$ cat config.mk
export PLATFORM = sky130hd
export DESIGN_NAME = fflags_accumulator
export DESIGN_NICKNAME = d
export VERILOG_FILES = /design/src/rtl/fflags_accumulator.sv
export SDC_FILE = /design/constraint.sdc
export NUM_CORES = 1
export LEC_CHECK = 0
export CORE_MARGIN = 8
export CORE_UTILIZATION = 42
export DETAILED_ROUTE_END_ITERATION = 10
export GPL_TIMING_DRIVEN = 0
export PLACE_DENSITY = 0.83
export RECOVER_POWER = 50
export SYNTH_ARGS = -nofsm -noshare
export SYNTH_HDL_FRONTEND = slang
export SYNTH_SLANG_ARGS = --single-unit
$ cat constraint.sdc
create_clock -name i_clk -period 5.25 [get_ports i_clk]
set_clock_uncertainty 0.15 [all_clocks]
set_input_delay 1.05 -clock i_clk [delete_from_list [all_inputs] [get_ports i_clk]]
set_output_delay 1.05 -clock i_clk [all_outputs]
set_load 0.01 [all_outputs]
$ cat src/rtl/fflags_accumulator.sv
// Buffers retired FPU exception flags and merges them into FFLAGS through the shared CSR write port.
// Optional macro FFLAGS_COALESCE_EN: each drain writes the OR of all pending entries and empties the FIFO.
module fflags_accumulator #(
  parameter int XLEN  = 32,
  parameter int DEPTH = 4
) (
  input  logic            i_clk,
  input  logic            i_rst_n,
  input  logic            i_fp_valid,
  input  logic [4:0]      i_fp_flags,
  output logic            o_fp_ready,
  input  logic            i_core_req,
  input  logic [11:0]     i_core_addr,
  input  logic [1:0]      i_core_op,
  input  logic            i_core_write,
  input  logic [XLEN-1:0] i_core_wdata,
  output logic            o_core_gnt,
  output logic [11:0]     o_csr_addr,
  output logic [1:0]      o_csr_op,
  output logic            o_csr_write,
  output logic [XLEN-1:0] o_wr_data,
  output logic            o_busy
);

  localparam int PW = $clog2(DEPTH);
  localparam int CW = $clog2(DEPTH + 1);

  typedef enum logic [1:0] {IDLE = 2'd0, DRAIN = 2'd1, FLUSH = 2'd2} state_t;

  state_t        state;
  logic [4:0]    mem [DEPTH];
  logic [PW-1:0] head;
  logic [PW-1:0] tail;
  logic [CW-1:0] count;
  logic [CW-1:0] count_next;
  logic          fflags_hit;
  logic          push;
  logic          store;
  logic          pop;
  logic [4:0]    head_flags;

  assign fflags_hit = i_core_req && ((i_core_addr == 12'h001) || (i_core_addr == 12'h003));
  assign o_fp_ready = (count != CW'(DEPTH)) && (state != FLUSH);
  assign push       = i_fp_valid && o_fp_ready;
  assign store      = push && (i_fp_flags != 5'd0);
  assign o_busy     = (count != '0);

  // Core wins the port unless it touches fflags; then pending flags drain first.
  always_comb begin
    o_core_gnt = 1'b0;
    pop        = 1'b0;
    case (state)
      IDLE:    o_core_gnt = i_core_req;
      DRAIN: begin
        if (i_core_req && !fflags_hit) o_core_gnt = 1'b1;
        else                           pop        = 1'b1;
      end
      FLUSH:   pop = 1'b1;
      default: ;
    endcase
    if (count == '0) pop = 1'b0;
  end

  always_comb begin
    head_flags = '0;
`ifdef FFLAGS_COALESCE_EN
    for (int i = 0; i < DEPTH; i++) begin
      if (CW'(i) < count) head_flags = head_flags | mem[head + PW'(i)];
    end
    count_next = pop ? CW'(store) : count + CW'(store);
`else
    head_flags = mem[head];
    count_next = count - CW'(pop) + CW'(store);
`endif
  end

  always_comb begin
    o_csr_addr  = '0;
    o_csr_op    = '0;
    o_csr_write = 1'b0;
    o_wr_data   = '0;
    if (o_core_gnt) begin
      o_csr_addr  = i_core_addr;
      o_csr_op    = i_core_op;
      o_csr_write = i_core_write;
      o_wr_data   = i_core_wdata;
    end else if (pop) begin
      o_csr_addr     = 12'h001;
      o_csr_op       = 2'b01;
      o_csr_write    = 1'b1;
      o_wr_data[4:0] = head_flags;
    end
  end

  // Flag storage carries no reset; occupancy alone decides which entries are meaningful.
  always_ff @(posedge i_clk) begin
    if (store) mem[tail] <= i_fp_flags;
  end

  always_ff @(posedge i_clk or negedge i_rst_n) begin
    if (!i_rst_n) begin
      state <= IDLE;
      head  <= '0;
      tail  <= '0;
      count <= '0;
    end else begin
      if (store) tail <= tail + PW'(1);
`ifdef FFLAGS_COALESCE_EN
      if (pop) head <= tail;
`else
      if (pop) head <= head + PW'(1);
`endif
      count <= count_next;
      case (state)
        IDLE: if (store) state <= DRAIN;
        DRAIN: begin
          if (count_next == '0)       state <= IDLE;
          else if (pop && fflags_hit) state <= FLUSH;
        end
        FLUSH: if (count_next == '0) state <= IDLE;
        default: state <= IDLE;
      endcase
    end
  end

endmodule

**Word level (Yosys, flattened, before mapping)**

Memories as Yosys holds them, arrays and structs flattened.
Index checks and enable logic that the tools add are counted.

- Muxes and demuxes: 21
- Divide/modulo/power cells: 0
- Multipliers: 0
- Order comparisons: 0
- Shifts and indexed selects: 0
- Reduce and logical (&&, ||, !) cells: 14
- Bitwise logic cells: 0
- Equal/unequal tests: 9
- Add/subtract/negate cells: 4

Operators with widths:

| operator | number |
|---|---|
| $mux W27 | 1 |
| $eq A12 B1 Y1 const B | 1 |
| $eq A12 B2 Y1 const B | 1 |
| $mux W12 | 1 |
| $mux W2 | 5 |
| $mux W5 | 2 |
| $mux W1 | 9 |
| $logic_and A1 B1 Y1 | 6 |
| $logic_not A3 Y1 | 2 |
| $ne A2 B2 Y1 const B | 3 |
| $ne A3 B3 Y1 const B | 2 |
| $pmux W2 S3 | 1 |
| $reduce_bool A5 Y1 | 1 |
| $add A2 B1 Y2 const B | 2 |
| $pmux W1 S2 | 2 |
| $add A3 B1 Y3 | 1 |
| $reduce_and A3 Y1 | 1 |
| $reduce_bool A3 Y1 | 1 |
| $sub A3 B1 Y3 | 1 |
| $eq A2 B1 Y1 const B | 1 |
| $eq A2 B2 Y1 const B | 1 |
| $logic_not A2 Y1 | 1 |
| $logic_not A1 Y1 | 1 |
| $logic_or A1 B1 Y1 | 1 |

- Memories kept: 1
- Bits in writable memories: 20
- Memory bits (read-only): 0
- Latch bits: 0
- Output and inout port bits: 50
- Logic and storage cells: 53
- Register bits: 9

Memory list:

| name | words | bits a word | read ports | clocked after memory_dff | write ports | RTL line | source |
|---|---|---|---|---|---|---|---|
| mem | 4 | 5 | 1 | 0 | 1 | 31 | `logic [4:0] mem [DEPTH];` |

**Longest topological paths before layout**

Gate-level depths: netlist (run 1).

- Word-level depth: 13
- Depth in mapped cells: 14
- Mapped depth without buffers: 14

**Worst setup path before layout (run 1)**

Ideal clock, no wire load.

- Path kind: input -> register
- From: input port i_fp_flags[1]
- To: register state[0]
- Required time: 4996 ps
- Library setup time: 104 ps
- Setup slack: 1295 ps
- Path buffers: 0
- Data arrival time: 3701 ps
- Cell stages on the path: 13
- Cells stage by stage: or4_1 > o21ai_1 > nor2_1 > inv_1 > ha_1 > inv_1 > ha_1 > inv_1 > fa_1 > inv_1 > or3_1 > and3_1 > a221oi_1

- Longest elaborated chain between the ends: 6
- Elaborated cells on any way between the ends: 10

RTL lines:

| element | RTL line | source |
|---|---|---|
| from (decl) | 10 | `input logic [4:0] i_fp_flags,` |
| $reduce_bool A5 Y1 * | 45 | `assign store = push && (i_fp_flags != 5'd0);` |
| $logic_and A1 B1 Y1 * | 45 |  |
| $add A3 B1 Y3 * | 73 | `count_next = count - CW'(pop) + CW'(store);` |
| named net count_next[1] | 35 | `logic [CW-1:0] count_next;` |
| $logic_not A3 Y1 * | 117, 120 |  |
| $ne A3 B3 Y1 (no source line), or another cell as far along | n/a |  |
| $reduce_and A3 Y1 (no source line) or $pmux W2 S3 (tied branches) | n/a |  |
| to (signal assigned) | 117 | `if (count_next == '0) state <= IDLE;` |
| to (signal assigned) | 118 | `else if (pop && fflags_hit) state <= FLUSH;` |
| to (signal assigned) | 120 | `FLUSH: if (count_next == '0) state <= IDLE;` |
| to (decl) | 30 | `state_t state;` |

The timed path passes the listed nets; every way through them passes the cells marked *.
A chain may end at the register's enable or synchronous reset.

**Final worst setup path (run 1)**

- From: input port i_core_addr[7]
- To: output port o_wr_data[1]

- Longest elaborated chain between the ends: 10
- Elaborated cells on any way between the ends: 13

RTL lines:

| element | RTL line | source |
|---|---|---|
| from (decl) | 13 | `input logic [11:0] i_core_addr,` |
| $eq A12 B1 Y1 or $eq A12 B2 Y1 (tied branches) | 42 | `assign fflags_hit = i_core_req && ((i_core_addr == 12'h001) \|\| (i_core_addr == 12'h003));` |
| $logic_or A1 B1 Y1 * | 42 |  |
| $logic_and A1 B1 Y1 * | 42 |  |
| $logic_not A1 Y1 * | 55 | `if (i_core_req && !fflags_hit) o_core_gnt = 1'b1;` |
| $logic_and A1 B1 Y1 * | 55 |  |
| $mux W1 | 55 |  |
| $pmux W1 S2 | 52 | `case (state)` |
| $mux W1 | 61 | `if (count == '0) pop = 1'b0;` |
| $mux W5 | 87 | `end else if (pop) begin` |
| $mux W5 * | 82 | `if (o_core_gnt) begin` |
| to (decl) | 21 | `output logic [XLEN-1:0] o_wr_data,` |

Every way passes the cells marked *; elsewhere a longest branch is shown, timed or not.

==> results.cfg, run 1 <==
[logic_synthesis]
synth_cells = 166
synth.ff_latch_count = 29
synth-seq-area-share_pct = 43.77
ys.flop_type = edfxtp_1
synth_nets = 232
synth_area_leaders = edfxtp_1 (32%), dfrtp_1 (12%), and2_1 (8.6%)
avgSynthCellArea_um2 = 11.37
yosysTopAreaCell = edfxtp_1
synth_edf_count = 20
async_flop_share_pct = 31.03
synth_cell_types = 40
yosys_warnings = 0
synth_top_area_share_pct = 31.83
synth_area_um2 = 1887

[clock_tree]
cts_tree = built
cts.sinks = 29
ctsHoldBuffers = 0
clk_path_buf_depth = 2
htreeDepth = 2
cts_resized = 0
path_clk_slew_ns = 0.05
clk_latency_ns = 0.27
cts_root_buffer = clkbuf_8
cts_buffers = 5
cts_setup_buffers = 0

[setup_path]
cp-start-kind = input pin
critPathArrivalTime_ns = 3.63
r2r_end = state[0]
r2r_setup_slack_ns = 1.61
crit_path_cell_trace = dlygate4sd3_1 -> or4_1 -> o41a_1 -> nand3b_4 -> o21ai_1 -> clkdlybuf4s50_1
crit_path_end_kind = output port
path_max_fanout = 8
crit_type = input pin to output port
critical_path.slowest_cell = or4_1
timing.rr.start = state[0]
worstPathRequired_ns = 4.05
cpPeakStageDelay_ns = 0.58
r2r_cells = 14

[timing]
fin_setup_tns_ns = 0
finalHoldViolCount = 0
layout_min_cycle_time_ns = 4.828
setup_viol = 0
maxSlewViolCount = 0
max-slew-margin-rel_pct = 64.15
setup_ws_ns = 0.4223
finalCritPeriodShare_pct = 91.96
grt_setup_unrepaired = no
hold_slack_ns = 0.4180
worstMarginPinSlew_ns = 0.5378
fmax_mhz = 207.1

[drt]
wl_per_cell_um = 15.94
drt_iter0_drc = 42
firstDrtPassIters = 5
routed_wl_mm = 5.276
remaining_drc_errors = 0
ant_nets = 0
avgViaCountPerCell = 4.882
vias = 1616

[power_and_ir_drop]
p_leak_nw = 1.242
vdd_drop_max_uv = 353.0
p_per_area_nw_per_um2 = 383.6

[die]
die_area_um2 = 6893
initial_core_util_pct = 43.33
core_area_um2 = 4354
die_w_um = 83.03
fp.dieH_um = 83.03
ios = 106
num_rows = 24

[run_status]
status = completed

[placed_design]
hpwl_mm = 4.395
io_buffers = 105
pre_cts_ws_ns = 0.4486
placed_area_um2 = 3003
gp_congestion = 0.8438

[global_routing]
grt_pass1_wl_mm = 8.707
gr-total-overflow = 0
grt_pass1_vias = 1652
grt_max_degree = 11
grt_util_all_layers_pct = 15.51
antenna_found_initial = 0

[finish]
utilization_pct = 71.41
syn_to_final_growth_pct = 64.79
layout-drive-gt1-share_pct = 12.90
fin_area_um2 = 3109
layout_common_cells = clkdlybuf4s50_1 (97), and2_1 (21), edfxtp_1 (20)
insertedDiodeCount = 0
final_common_cell = clkdlybuf4s50_1
final_nets = 344

[min_path]
hold_path.class = register to register
hold_depth = 1
hold_end = count[0]
min_from = count[0]

[flow_run]
max_cap_violations = 0
-- critical path: cells and delay by family --
kind	cells	cell delay (ns)
AOI/OAI and AO/OA	2	0.63
and+or+nand+nor	2	0.80
buffers and inverters	2	1.14
-- Yosys cell counts, types with 2 or more instances --
cell	instances
nor2_1	2
buf_8	3
o21ai_0	2
mux4_2	5
nand3_1	4
o21ai_1	6
o21a_1	3
and2_4	12
edfxtp_1	20
dfrtp_1	9
or3_1	3
ha_1	9
and2_2	7
inv_1	16
and2_1	26
clkbuf_1	2
nand2_1	11
xnor2_1	2
nor4_1	2
or4_1	2
-- layer usage --
metal	global-route usage, %	part of all wire (%)	vias to the layer above
li1	-	-	801
met1	17.64	43	735
met2	25.88	48	72
met3	5.176	6.3	8
met4	6.550	2.0	0
met5	0	0	-
-- through the flow --
stage	total power, mW	instances
3_3_place_gp	0.9761	323
2_1_floorplan	0.7263	166
4_1_cts	1.214	331
5_1_grt	1.281	331
3_5_place_dp	0.9866	323
6_report	1.193	331
-- area by class of cell --
cell class / count / area [um^2]
clock buffers: 6 / 72.57
fillers: 338 / 1245
multi-input cells: 114 / 933.4
plain buffers: 7 / 67.56
inverters: 16 / 60.06
well taps: 52 / 65.06
flip-flops and latches: 29 / 825.8
clock inverters: 2 / 33.78
repair buffers: 105 / 1051
-- how the worst max path moves through the flow --
stage	startpoint	endpoint	cells past startpoint
2_1_floorplan	i_fp_flags[1]	state[0]	13
3_3_place_gp	i_fp_flags[1]	state[0]	14
3_5_place_dp	i_fp_flags[1]	state[0]	14
4_1_cts	i_core_addr[7]	o_wr_data[1]	6
5_1_grt	i_fp_flags[1]	state[0]	14
6_report	i_core_addr[7]	o_wr_data[1]	6
-- report_power, final --
part / leakage, nW / switching (mW) / internal [mW]
Combinational: 0.898 / 0.276 / 0.359
Clock: 0.0528 / 0.0762 / 0.140
Sequential: 0.292 / 0.0282 / 0.313
-- flip-flops by register name, summed over array words and instances (netlist names) --
| name | cells |
|---|---|
| mem | 20 |
| tail | 2 |
| head | 2 |
| state | 2 |
| count | 3 |
-- kinds of logic (layout without fill, tap and decap cells) --
logic type / Yosys count / after routing / share of synthesized area, %
compound gates: 20 / 20 / 7.361
xor+xnor: 4 / 4 / 2.653
fa+ha+maj: 10 / 10 / 7.029
buf+inv: 23 / 136 / 6.764
flops: 29 / 29 / 43.77
mux: 6 / 6 / 6.565
simple gates: 74 / 74 / 25.86
Note: power is estimated with default switching activity, not from simulation.
==> inputs of run 2 (changes only) <==
--- a/config.mk
+++ b/config.mk
@@ -6,10 +6,10 @@
 export NUM_CORES = 1
 export LEC_CHECK = 0
 export CORE_MARGIN = 8
-export CORE_UTILIZATION = 42
+export CORE_UTILIZATION = 39
 export DETAILED_ROUTE_END_ITERATION = 10
 export GPL_TIMING_DRIVEN = 0
-export PLACE_DENSITY = 0.83
+export PLACE_DENSITY = 0.77
 export RECOVER_POWER = 50
 export SYNTH_ARGS = -nofsm -noshare
 export SYNTH_HDL_FRONTEND = slang
==> constraint.sdc (replaced) <==
create_clock -name i_clk -period 5.3 [get_ports i_clk]
set_clock_uncertainty 0.15 [all_clocks]
set_input_delay 1.06 -clock i_clk [delete_from_list [all_inputs] [get_ports i_clk]]
set_output_delay 1.06 -clock i_clk [all_outputs]
set_load 0.01 [all_outputs]
==> run 2 against run 1 <==
  * Clock power barely moved
  * Global-route usage fell by 0.67 points
  * Cell area barely moved
  * Sequential share of layout area barely moved
  * Largest power group unchanged
==> results.cfg, run 2 (synthesized netlist as in run 1, its figures left out) <==
[run_status]
status = completed

[clock_tree]
path_clk_slew_ns = 0.06
clk_latency_ns = 0.28
htreeDepth = 2
clk_path_buf_depth = 2
cts.sinks = 29
cts_setup_buffers = 0
cts_root_buffer = clkbuf_8
ctsHoldBuffers = 0
cts_buffers = 5
cts_resized = 0
cts_tree = built

[placed_design]
gp_congestion = 0.8591
placed_area_um2 = 3005
io_buffers = 105
place_inst = 325
hpwl_mm = 4.582

[setup_path]
crit_path_end_kind = register
worstPathRequired_ns = 5.33
r2r_cells = 14
crit_type = input pin to register
r2r_setup_slack_ns = 1.66
timing.rr.start = state[0]
path_max_fanout = 7
critPathArrivalTime_ns = 4.84
cp-start-kind = input pin
r2r_end = state[0]

[finish]
top_register = mem
fin_area_um2 = 3112
final_common_cell = clkdlybuf4s50_1
layout-drive-gt1-share_pct = 12.90
insertedDiodeCount = 0
nFillCells = 381
largest_reg_flops = 20
syn_to_final_growth_pct = 64.92
layout_common_cells = clkdlybuf4s50_1 (97), and2_1 (21), edfxtp_1 (20)
final_cells = 333
final_nets = 344
top_regs = mem: 20 flops, count: 3 flops

[min_path]
min_from = count[0]
hold_depth = 1
hold_end = count[0]
hold_path.class = register to register

[timing]
max-slew-margin-rel_pct = 65.89
setup_viol = 0
finalCritPeriodShare_pct = 90.74
worstMarginPinSlew_ns = 0.5117
fmax_mhz = 207.9
fin_setup_tns_ns = 0
finalHoldViolCount = 0
grt_setup_unrepaired = no
layout_min_cycle_time_ns = 4.809
maxSlewViolCount = 0

[power_and_ir_drop]
p_leak_nw = 1.242
p_per_area_nw_per_um2 = 381.4
vdd_drop_max_uv = 262.7

[drt]
ant_nets = 0
firstDrtPassIters = 4
avgViaCountPerCell = 4.862
routed_wl_mm = 5.430
wl_per_cell_um = 16.31
remaining_drc_errors = 0
drt_iter0_drc = 41
vias = 1619

[global_routing]
grt_util_all_layers_pct = 14.85
gr-total-overflow = 0
antenna_found_initial = 0
grt_max_degree = 11
grt_pass1_vias = 1648
grt_pass1_wl_mm = 8.569

[flow_run]
max_cap_violations = 0

[die]
ios = 106
initial_core_util_pct = 40.21
fp.dieH_um = 85.56
die_area_um2 = 7320
die_w_um = 85.56
num_rows = 25
core_area_um2 = 4692
[run 2: report_power, final]
group	switching (mW)	leakage, nW	total, mW	internal, mW
logic	0.277	0.898	0.632	0.355
registers	0.0288	0.292	0.339	0.310
clock network	0.0771	0.0528	0.215	0.138
total	0.383	1.24	1.19	0.804
[run 2: how the worst max path moves through the flow]
| stage | cells past startpoint | slack, ns | end | startpoint |
|---|---|---|---|---|
| global placement | 6 | 0.60 | o_wr_data[4] | i_core_addr[7] |
| detailed placement | 14 | 0.47 | state[0] | i_fp_flags[1] |
| global route | 14 | 0.25 | state[0] | i_fp_flags[1] |
| CTS | 6 | 0.59 | o_wr_data[4] | i_core_addr[7] |
| floorplan | 13 | 1.34 | state[0] | i_fp_flags[1] |
| finish | 14 | 0.49 | state[0] | i_fp_flags[1] |
[run 2: through the flow]
step                      total power [mW]  util, %  hold WS (ns)  worst slack [ns]
final                                1.187    66.32        0.4191            0.4906
after global routing                 1.275    66.32        0.4295            0.2536
after CTS                            1.203    66.32        0.4164            0.5853
after detailed placement            0.9839    64.05        0.3949            0.4731
after global placement              0.9701    64.05        0.3859            0.5993
after floorplan                     0.7195        -        0.3608             1.335
[run 2: final cells by class]
type,count,area (um^2),share of cell area [%]
multi-input cells,114,933.4,30.00
clock inverters,2,33.78,1.086
clock buffers,6,72.57,2.332
plain buffers,7,67.56,2.171
well taps,54,67.56,2.171
repair buffers,105,1051,33.78
inverters,16,60.06,1.930
flip-flops and latches,29,825.8,26.54
[run 2: worst max-delay path, stage by stage]
cell,delay (ns)
dlygate4sd3_1,0.61
or4_1,0.54
o21ai_0,0.41
nor2_1,0.22
inv_1,0.11
ha_1,0.23
inv_1,0.06
ha_1,0.13
inv_1,0.05
fa_1,0.47
inv_1,0.05
or3_1,0.43
and3_1,0.21
a221oi_1,0.23
[run 2: routing by layer]
layer	part of all wire, %	vias to the layer above	GRT usage [%]
li1	-	801	-
met4	1.5	0	4.299
met5	0	-	0
met2	47	84	25.53
met1	44	727	17.33
met3	7.9	7	4.489
